==> src/rtl/cp0_irq_ctrl.sv <==
// CP0 interrupt controller: STATUS/CAUSE/EPCR/EHBR register file, edge-captured
// interrupt pending bits, and IDLE/HANDLER sequencing with forced-jump generation.
module cp0_irq_ctrl #(
    parameter int N_IRQ      = 8,
    parameter bit VECTORED   = 1'b0,
    parameter int VEC_STRIDE = 32
) (
    input  logic             clk,
    input  logic             rst,
    input  logic [1:0]       oper,
    input  logic [4:0]       addr_r,
    output logic [31:0]      data_r,
    input  logic [4:0]       addr_w,
    input  logic [31:0]      data_w,
    input  logic             ir_en,
    input  logic [N_IRQ-1:0] ir_in,
    input  logic [31:0]      ret_addr,
    output logic             jump_en,
    output logic [31:0]      jump_addr
);

    // Encodings: 00 none, 01 MFC0 (reads are combinational, no action needed),
    // 10 MTC0, 11 ERET.
    localparam logic [1:0] EXE_CP_MTC0  = 2'b10;
    localparam logic [1:0] EXE_CP0_ERET = 2'b11;
    localparam int         STRIDE_SH    = $clog2(VEC_STRIDE);

    localparam logic [4:0] ADDR_STATUS = 5'd0;
    localparam logic [4:0] ADDR_CAUSE  = 5'd1;
    localparam logic [4:0] ADDR_EPCR   = 5'd2;
    localparam logic [4:0] ADDR_EHBR   = 5'd3;

    typedef enum logic {
        IDLE    = 1'b0,
        HANDLER = 1'b1
    } state_t;

    state_t           state;
    logic             ie;
    logic [N_IRQ-1:0] im;
    logic [N_IRQ-1:0] ip;
    logic [N_IRQ-1:0] ir_prev;
    logic             armed;
    logic [4:0]       code;
    logic [31:0]      epcr;
    logic [31:0]      ehbr;

    logic [N_IRQ-1:0] act;
    logic [N_IRQ-1:0] sel_mask;
    logic [N_IRQ-1:0] rise;
    logic [N_IRQ-1:0] ip_clr;
    logic [4:0]       sel_idx;
    logic [31:0]      vec_off;
    logic             take;
    logic             eret;
    logic             mtc0;

    assign act  = ip & im;
    assign take = (state == IDLE) & ir_en & ie & (|act);
    // A take flushes whatever CP0 operation sits in EXE this cycle.
    assign eret = (oper == EXE_CP0_ERET) & ~take;
    assign mtc0 = (oper == EXE_CP_MTC0) & ~take;

    // The first edge after reset only loads history, so a line already high
    // at reset release does not look like a new request.
    assign rise = armed ? (ir_in & ~ir_prev) : '0;

    always_comb begin
        sel_idx  = '0;
        sel_mask = '0;
        for (int i = N_IRQ - 1; i >= 0; i--) begin
            if (act[i]) begin
                sel_idx     = 5'(i);
                sel_mask    = '0;
                sel_mask[i] = 1'b1;
            end
        end
    end

    always_comb begin
        ip_clr = '0;
        if (mtc0 && addr_w == ADDR_CAUSE) begin
            ip_clr = data_w[8 +: N_IRQ];
        end
        if (take) begin
            ip_clr = ip_clr | sel_mask;
        end
    end

    assign vec_off = {27'd0, sel_idx} << STRIDE_SH;

    always_comb begin
        jump_addr = ehbr;
        if (take) begin
            jump_addr = VECTORED ? (ehbr + vec_off) : ehbr;
        end else if (eret) begin
            jump_addr = epcr;
        end
    end

    assign jump_en = ~rst & (take | eret);

    always_comb begin
        data_r = '0;
        case (addr_r)
            ADDR_STATUS: begin
                data_r[0]          = ie;
                data_r[8 +: N_IRQ] = im;
            end
            ADDR_CAUSE: begin
                data_r[8 +: N_IRQ] = ip;
                data_r[6:2]        = code;
            end
            ADDR_EPCR: data_r = epcr;
            ADDR_EHBR: data_r = ehbr;
            default:   data_r = '0;
        endcase
    end

    always_ff @(posedge clk or posedge rst) begin
        if (rst) begin
            state   <= IDLE;
            ie      <= 1'b0;
            im      <= '0;
            ip      <= '0;
            ir_prev <= '0;
            armed   <= 1'b0;
            code    <= '0;
            epcr    <= '0;
            ehbr    <= '0;
        end else begin
            armed   <= 1'b1;
            ir_prev <= ir_in;
            // Set after clear: a new edge beats a same-cycle clear.
            ip      <= (ip & ~ip_clr) | rise;

            if (take) begin
                epcr <= ret_addr;
                code <= sel_idx;
            end

            if (mtc0) begin
                case (addr_w)
                    ADDR_STATUS: begin
                        ie <= data_w[0];
                        im <= data_w[8 +: N_IRQ];
                    end
                    ADDR_EPCR: epcr <= data_w;
                    ADDR_EHBR: ehbr <= data_w;
                    default: ;
                endcase
            end

            case (state)
                IDLE:    if (take) state <= HANDLER;
                HANDLER: if (eret) state <= IDLE;
                default: state <= IDLE;
            endcase
        end
    end

endmodule

==> config.mk <==
export PLATFORM = sky130hd
export DESIGN_NAME = cp0_irq_ctrl
export DESIGN_NICKNAME = d
export VERILOG_FILES = /design/src/rtl/cp0_irq_ctrl.sv
export SDC_FILE = /design/constraint.sdc
export NUM_CORES = 1
export LEC_CHECK = 0
export ABC_CLOCK_PERIOD_IN_PS = 3120
export CAP_MARGIN = 20
export CORE_MARGIN = 3
export CORE_UTILIZATION = 40
export CTS_CLUSTER_SIZE = 40
export DETAILED_ROUTE_END_ITERATION = 7
export GPL_TIMING_DRIVEN = 0
export PLACE_DENSITY = 0.7
export SLEW_MARGIN = 20
export SYNTH_ARGS = -nofsm -noshare
export SYNTH_HDL_FRONTEND = slang
export SYNTH_SLANG_ARGS = --single-unit
==> constraint.sdc <==
create_clock -name clk -period 3.12 [get_ports clk]
set_input_delay 0.312 -clock clk [delete_from_list [all_inputs] [get_ports clk]]
set_output_delay 0.312 -clock clk [all_outputs]
set_load 0.02 [all_outputs]
# Yosys cells after proc, flatten, opt, wreduce, memory -nomap -nowiden
# Cells that the tools add are included.
# word_totals
word_cells,73
reg_bits,96
output_inout_bits,65
# classes
mux,33
eq_ne,8
reduce_logical,6
bitwise_logic,17
# op_table
cell,count
$mux W32,5
$mux W8,11
$mux W5,7
$pmux W16 S2,1
$pmux W8 S4,1
$and A8 B8 Y8,3
$eq A5 B2 Y1 const B,4
$not A8 Y8,2
$or A8 B8 Y8,2
$pmux W5 S3,1
$eq A5 B1 Y1 const B,2
$logic_not A5 Y1,2
$reduce_or A8 Y1,1
$and A1 B1 Y1,6
$pmux W1 S2,3
$eq A2 B2 Y1 const B,2
$reduce_and A2 Y1,2
$mux W3,1
$not A1 Y1,3
$pmux W1 S3,1
$mux W1,2
$logic_and A1 B1 Y1,1
$or A1 B1 Y1,1

# Longest topological paths before layout
# Gate-level depths: netlist of the first run.
# depth
depth_word,14
mapped_depth,7
depth_no_buf,5

# Least setup slack after synthesis of the first run
# OpenSTA, ideal clock, no wires.
# synth_path
path_kind,register -> output
from,register im[1]
to,output port jump_addr[10]
slack_ps,863
n_path_buf,2
stages_incl_launch_ff,7
t_arrival_ps,1945
t_required_ps,2808
cell_sequence,dfrtp_1 > a22oi_1 > a41oi_1 > buf_4 > nor2_1 > buf_4 > mux2_2
# synth_via
elab_chain_cells,7
# synth_rtl
element,line_no,text
"start, declared",40,logic [N_IRQ-1:0] im;
"start signal, assigned",146,im <= data_w[8 +: N_IRQ];
$and A8 B8 Y8 *,58,assign act = ip & im;
$reduce_or A8 Y1 *,59,assign take = (state == IDLE) & ir_en & ie & (|act);
$and A1 B1 Y1 *,59,
$not A1 Y1,61,assign eret = (oper == EXE_CP0_ERET) & ~take;
$and A1 B1 Y1,61,
$mux W32,96,end else if (eret) begin
$mux W32 *,94,if (take) begin
"end, declared",19,output logic [31:0] jump_addr
# Mark *: on every way between the ends. The rest lies on a longest branch, timed or not.

# Worst setup path after layout of the first run
# layout_path
from,register im[5]
to,output port jump_addr[25]
# Same word-level chain as after synthesis.

==> impl_results.md, run 1 <==
* Gr usage total at 0.225
* Tmin final at 3.09 ns
* Site row count at 40
* Final worst slack at 0.0306 ns
* Hpwl dp at 11,300 µm
* Core area at 0.0121 mm²
* Initial antenna violation count at 0
* Syn Nets at 538
* Crit-path max FO at 10
* CTS tree: built
* Clk sink count at 94
* Share of cells above drive strength 1 at 0.191
* CP Launch Type: register
* Pwr dens at 607 mW/mm²
* EDFF count, synth at 0
* Clock Skew at 0.00833 ns
* Worst VDD drop at 0.247 mV
* Internal Pwr Total at 3.05 mW
* Final GP Congestion at 0.864
* Ant diodes at 0
* Status: finished clean
* WL/cell at 19.4 µm
* Iter 0 DRT Violations at 247
* Worst EP arrival at 2.78 ns
* IO Pins at 152
* Final Setup Violations at 0
* First-pass GRT wire length at 24,700 µm
* Final Hold Viols at 0
* Fraction of registers with async set/reset at 1.00
* Die width at 117 µm
* WHS at 0.392 ns
* Critical Path Sink Type: output pin
* Nets at 701
* CP Class: reg -> out
* CTS Buffer Depth at 2
* Area grow syn2layout at 44.2%
* Pin count of the biggest net entering global routing at 49
* Later-pin clock latency in the skew report at 0.34 ns
* Die area at 0.0138 mm²
* Sw Pwr at 1.29 mW
* Sequential fraction of the synthesis area at 0.474
* I/O Buffers at 150
* Pleak at 3.17 nW
* Top FF cell, synth: dfrtp_1
* Final Non-Filler Cells at 787
* # H-tree levels at 3
* Synth top area share at 0.474
* Worst-Margin Slew at 0.927 ns
* Place WS at -0.228 ns
* Dpl cells at 770
* Comb pwr share at 0.294
* Clock buffer count from CTS at 9
* Synth Warn # at 0
* Cell area after synthesis at 0.00496 mm²
* Sw Ratio at 0.297
* FF-to-FF path depth at 5
* Critical Path RT at 2.81 ns
* Syn Area/Cell at 11.0 µm²
* Tot Pwr at 4.35 mW
* Routed Antenna Nets at 0
* Total iterations of the first detailed-routing run at 4
* Final Slew Violations at 0
* DRT Wirelength at 15,300 µm
* Via count at 4,202
* Final worst-path cycle share at 0.990
* Synth top cells by count: dfrtp_1 (94), mux2_2 (72), mux2i_1 (60), nor2_1 (56), a21oi_1 (41)
* Gr ovfl total at 0
* Die height at 117 µm
* Max Cap Viol at 0
* Area contributors post-synth: dfrtp_1 (47%), mux2_2 (16%), mux2i_1 (12%), nor2_1 (4.2%), a21oi_1 (4.1%)
* Yosys reg bits at 94
* Top cell type by total area after synthesis: dfrtp_1
* Initial Utilization at 0.412
* Slew headroom at 0.382
* Reg power frac at 0.412
* Distinct cell type count after synthesis at 38
* CTS clk-pin slew, worst paths at 0.06 ns
* Achievable Freq at 324 MHz
* Vias in the first global route at 4,494
* Cells after synthesis at 451
* Top-count cell post-synth: dfrtp_1
* Root Buffer Master: clkbuf_16
* DR DRC count at 0
* Worst hold path class: in -> async
* Clk network pwr share at 0.294
* Post-Route Utilization at 0.593
* Cts-stage hold buffer count at 0
* RSZ-0062 raised after global routing: true
* Via/cell ratio at 5.34
-- cell usage in the layout, fill, tap and decap left out, types with 2 or more instances in the layout --
cell type / Yosys / final
a22oi_1: 9 / 5
clkbuf_1: 9 / 9
dlygate4sd2_1: 0 / 5
mux2i_1: 60 / 60
bufinv_16: 0 / 3
clkdlybuf4s50_1: 0 / 129
a21oi_1: 41 / 41
clkbuf_8: 0 / 2
o22ai_1: 4 / 4
nor3b_1: 2 / 2
a22o_1: 4 / 4
nor2b_1: 5 / 5
a22oi_2: 0 / 4
nand3_1: 3 / 3
nand2_1: 28 / 28
buf_2: 10 / 10
inv_1: 6 / 5
nor2_1: 56 / 55
nor3_4: 1 / 2
a221oi_1: 5 / 5
mux2_2: 72 / 72
dlymetal6s2s_1: 0 / 16
nand4_1: 2 / 2
dfrtp_1: 94 / 94
a32o_1: 8 / 8
o21ai_0: 6 / 6
clkbuf_16: 0 / 9
buf_4: 8 / 9
-- area by class of cell --
cell class / instances / area (µm²)
buffer: 27 / 151
clock buffer: 13 / 260
sequential: 94 / 2350
clock inverter: 3 / 90.1
timing repair buffer: 153 / 1580
tap: 168 / 210
fill: 1043 / 4910
inverter: 6 / 27.5
multi-input combinational: 323 / 2490
-- worst paths after layout --
kind	start	to	slack, ns
min reg2reg	ir_prev[6]	ip[6]	0.44
min in group clk	ir_prev[6]	ip[6]	0.44
max	im[5]	jump_addr[25]	0.03
max reg2reg	im[5]	im[1]	0.87
max in group asynchronous	rst	ehbr[14]	2.13
min	rst	ip[2]	0.39
-- flip-flops by register name, indices dropped and copies added (netlist names) --
| name | flops |
|---|---|
| armed | 1 |
| epcr | 32 |
| ip | 8 |
| state | 1 |
| code | 3 |
| ir_prev | 8 |
| ehbr | 32 |
| im | 8 |
| ie | 1 |
-- what timing repair did --
item | CTS | global route
gates cloned | 0 | 0
buffers inserted | 1 | 1
hold endpoints to repair | 0 | 0
pin swaps | 1 | 2
setup endpoints to repair | 40 | 33
resized for setup | 13 | 21
-- worst max-delay path, cell delays in order (launching register included) --
cell and delay, ns:
dfrtp_1 0.44, a22oi_2 0.24, a41oi_1 0.17, buf_4 0.23, nor2_4 0.20, buf_4 0.24, mux2_2 0.37, clkdlybuf4s50_1 0.54
-- routing by layer --
layer | global-route usage | up-vias | share of wire
li1 | - | 1958 | -
met1 | 0.280 | 2064 | 0.42
met2 | 0.374 | 162 | 0.48
met3 | 0.0757 | 18 | 0.088
met4 | 0.0667 | 0 | 0.015
met5 | 0 | - | 0
-- power groups by stage --
stage	clock [mW]	sequential, mW	combinational, mW
after detailed placement	0	1.80	1.29
after global placement	0	1.78	1.25
after CTS	1.30	1.78	1.29
after global routing	1.36	1.83	1.39
after floorplan	0	1.72	0.797
final	1.28	1.79	1.28
-- stage by stage --
step	cell area, µm²	TNS (ns)
6_report	7160	0
5_1_grt	7160	-1.26
4_1_cts	7090	-0.00326
3_5_place_dp	6710	-1.70
3_3_place_gp	6680	-107.95
2_1_floorplan	4960	0
-- logic make-up (layout without fill, tap and decap cells) --
group / Yosys count / in the layout / synth area share
compound gates: 82 / 82 / 0.106
mux: 133 / 133 / 0.287
other cells: 1 / 1 / 0.000756
simple gates: 107 / 107 / 0.0986
buf+inv: 34 / 202 / 0.0343
flops: 94 / 94 / 0.474
(Power assumes the default switching activity.)
==> run 2: changes to the inputs <==
--- a/config.mk
+++ b/config.mk
@@ -9,6 +9,7 @@
 export CAP_MARGIN = 20
 export CORE_MARGIN = 3
 export CORE_UTILIZATION = 40
+export CTS_BUF_LIST = sky130_fd_sc_hd__clkbuf_8
 export CTS_CLUSTER_SIZE = 40
 export DETAILED_ROUTE_END_ITERATION = 7
 export GPL_TIMING_DRIVEN = 0
==> impl_results.md, run 2 (same netlist as run 1, synthesis figures left out) <==
* Status: finished clean
* Clock buffer count from CTS at 9
* Final Slew Violations at 0
* Gr ovfl total at 0
* WL/cell at 19.1 µm
* CP Launch Type: input port
* Cell area after layout at 0.00704 mm²
* Worst EP arrival at 2.65 ns
* Worst flop-to-flop path startpoint: im[5]
* Worst path most repeated cell: clkdlybuf4s50_1
* Initial Utilization at 0.412
* Area grow syn2layout at 41.9%
* Post-Route Utilization at 0.584
* Final Non-Filler Cells at 790
* Register-to-register setup slack at 0.72 ns
* Clock Skew at 0.0116 ns
* Tmin final at 2.96 ns
* Root Buffer Master: clkbuf_8
* Die width at 117 µm
* Total iterations of the first detailed-routing run at 4
* Max Cap Viol at 0
* Pleak at 3.10 nW
* Worst Setup SP: addr_r[3]
* Pin count of the biggest net entering global routing at 49
* RSZ-0062 raised after global routing: false
* Later-pin clock latency in the skew report at 0.37 ns
* Critical Path Sink Type: output pin
* Final Hold Viols at 0
* Via/cell ratio at 5.28
* Worst-Margin Slew at 0.894 ns
* Die height at 117 µm
* Critical path's slowest cell: clkdlybuf4s50_1
* DRT Wirelength at 15,100 µm
* Share of cells above drive strength 1 at 0.195
* Critical Path End: data_r[11]
* CP Class: in -> out
* Final Setup Violations at 0
* Largest regs: ehbr x32, epcr x32
* Hpwl dp at 11,300 µm
* First-pass GRT wire length at 24,400 µm
* Most common cell after layout, fill and taps aside: clkdlybuf4s50_1
* Via count at 4,172
* Critical Path RT at 2.81 ns
* Crit-path max FO at 10
* Most frequent cells in the layout: clkdlybuf4s50_1 (117), dfrtp_1 (94), mux2_2 (72), mux2i_1 (60), nor2_1 (55)
* RR Endpoint: im[1]
* Iter 0 DRT Violations at 199
* Site row count at 40
* Core area at 0.0121 mm²
* # H-tree levels at 3
* Dpl cells at 770
* Nets at 704
* Clk sink count at 94
* Worst VDD drop at 0.231 mV
* Setup_tns at 0 ns
* Achievable Freq at 338 MHz
* CTS clk-pin slew, worst paths at 0.08 ns
* Die area at 0.0138 mm²
* IO Pins at 152
* Worst hold path class: in -> async
* Cts-stage hold buffer count at 0
* Ant diodes at 0
* Critical Path Max Stage Delay at 0.65 ns
* Pwr dens at 570 mW/mm²
* Dpl cell area at 0.00671 mm²
* Tot Pwr at 4.01 mW
* Routed Antenna Nets at 0
* I/O Buffers at 150
* DR DRC count at 0
* CTS tree: built
* Initial antenna violation count at 0
* Slew headroom at 0.404
* Fillers at 1,056
* FF-to-FF path depth at 6
* CTS Buffer Depth at 2
* Critical-path cell list: clkdlybuf4s50_1 -> nor4_2 -> clkbuf_1 -> a22oi_1 -> a21oi_1 -> clkdlybuf4s50_1
* Final GP Congestion at 0.864
* Final worst-path cycle share at 0.948
* Vias in the first global route at 4,466
* Gr usage total at 0.222
run 2: changes by cell type in the layout (fill, tap and decap cells not counted), sizes merged:
cell | before | now
clkbuf | 21 | 19
clkdlybuf4s50 | 129 | 117
dlymetal6s2s | 16 | 8
buf | 22 | 25
inv | 6 | 8
dlygate4sd2 | 5 | 25
run 2: power breakdown:
group,switching (mW),internal (mW)
combinational,0.585,0.652
clock,0.421,0.571
sequential,0.253,1.53
run 2: worst min-delay path by stage:
stage	from	endpoint	slack (ns)	cells past startpoint
after global placement	ir_prev[6]	ip[6]	0.43	1
after global routing	ir_in[3]	ir_prev[3]	0.39	1
final	rst	ip[2]	0.37	2
after CTS	rst	epcr[3]	0.38	2
after detailed placement	ir_prev[6]	ip[6]	0.42	1
after floorplan	ir_in[0]	ir_prev[0]	0.34	0
run 2: per-stage QoR:
step	setup WS [ns]	hold slack (ns)
after CTS	0.00868	0.381
after floorplan	0.359	0.343
after global routing	0.0448	0.390
after global placement	-1.14	0.425
final	0.161	0.367
after detailed placement	-0.228	0.421
run 2: cell type report:
class	count	area (µm²)	area share
inverters	6	27.5	0.00391
clock buffers	11	151	0.0215
plain buffers	27	161	0.0229
well taps	168	210	0.0299
multi-input cells	323	2490	0.353
flip-flops and latches	94	2350	0.334
repair buffers	156	1560	0.221
clock inverters	5	97.6	0.0139
run 2: layer usage:
layer  GRT usage  wire length [µm]
met1       0.272              6310
met2       0.373              7190
met3      0.0699              1360
met4      0.0704               222
met5           0                 0
run 2: critical path, delay by kind of cell:
family,cells,cell delay (ns)
buffers and inverters,3,1.54
and+or+nand+nor,1,0.43
AOI/OAI and AO/OA,2,0.36
run 2: repair_timing:
action / in CTS / in global routing
buffers inserted: 1 / 4
setup endpoints to repair: 40 / 13
resized for setup: 36 / 14
pin swaps: 1 / 0
==> run 3: changes to the inputs <==
--- a/config.mk
+++ b/config.mk
@@ -10,7 +10,6 @@
 export CORE_MARGIN = 3
 export CORE_UTILIZATION = 40
 export CTS_BUF_LIST = sky130_fd_sc_hd__clkbuf_8
-export CTS_CLUSTER_SIZE = 40
 export DETAILED_ROUTE_END_ITERATION = 7
 export GPL_TIMING_DRIVEN = 0
 export PLACE_DENSITY = 0.7
==> results of run 3 <==
No change in the layout: final DEF, timing and power equal those of run 2.
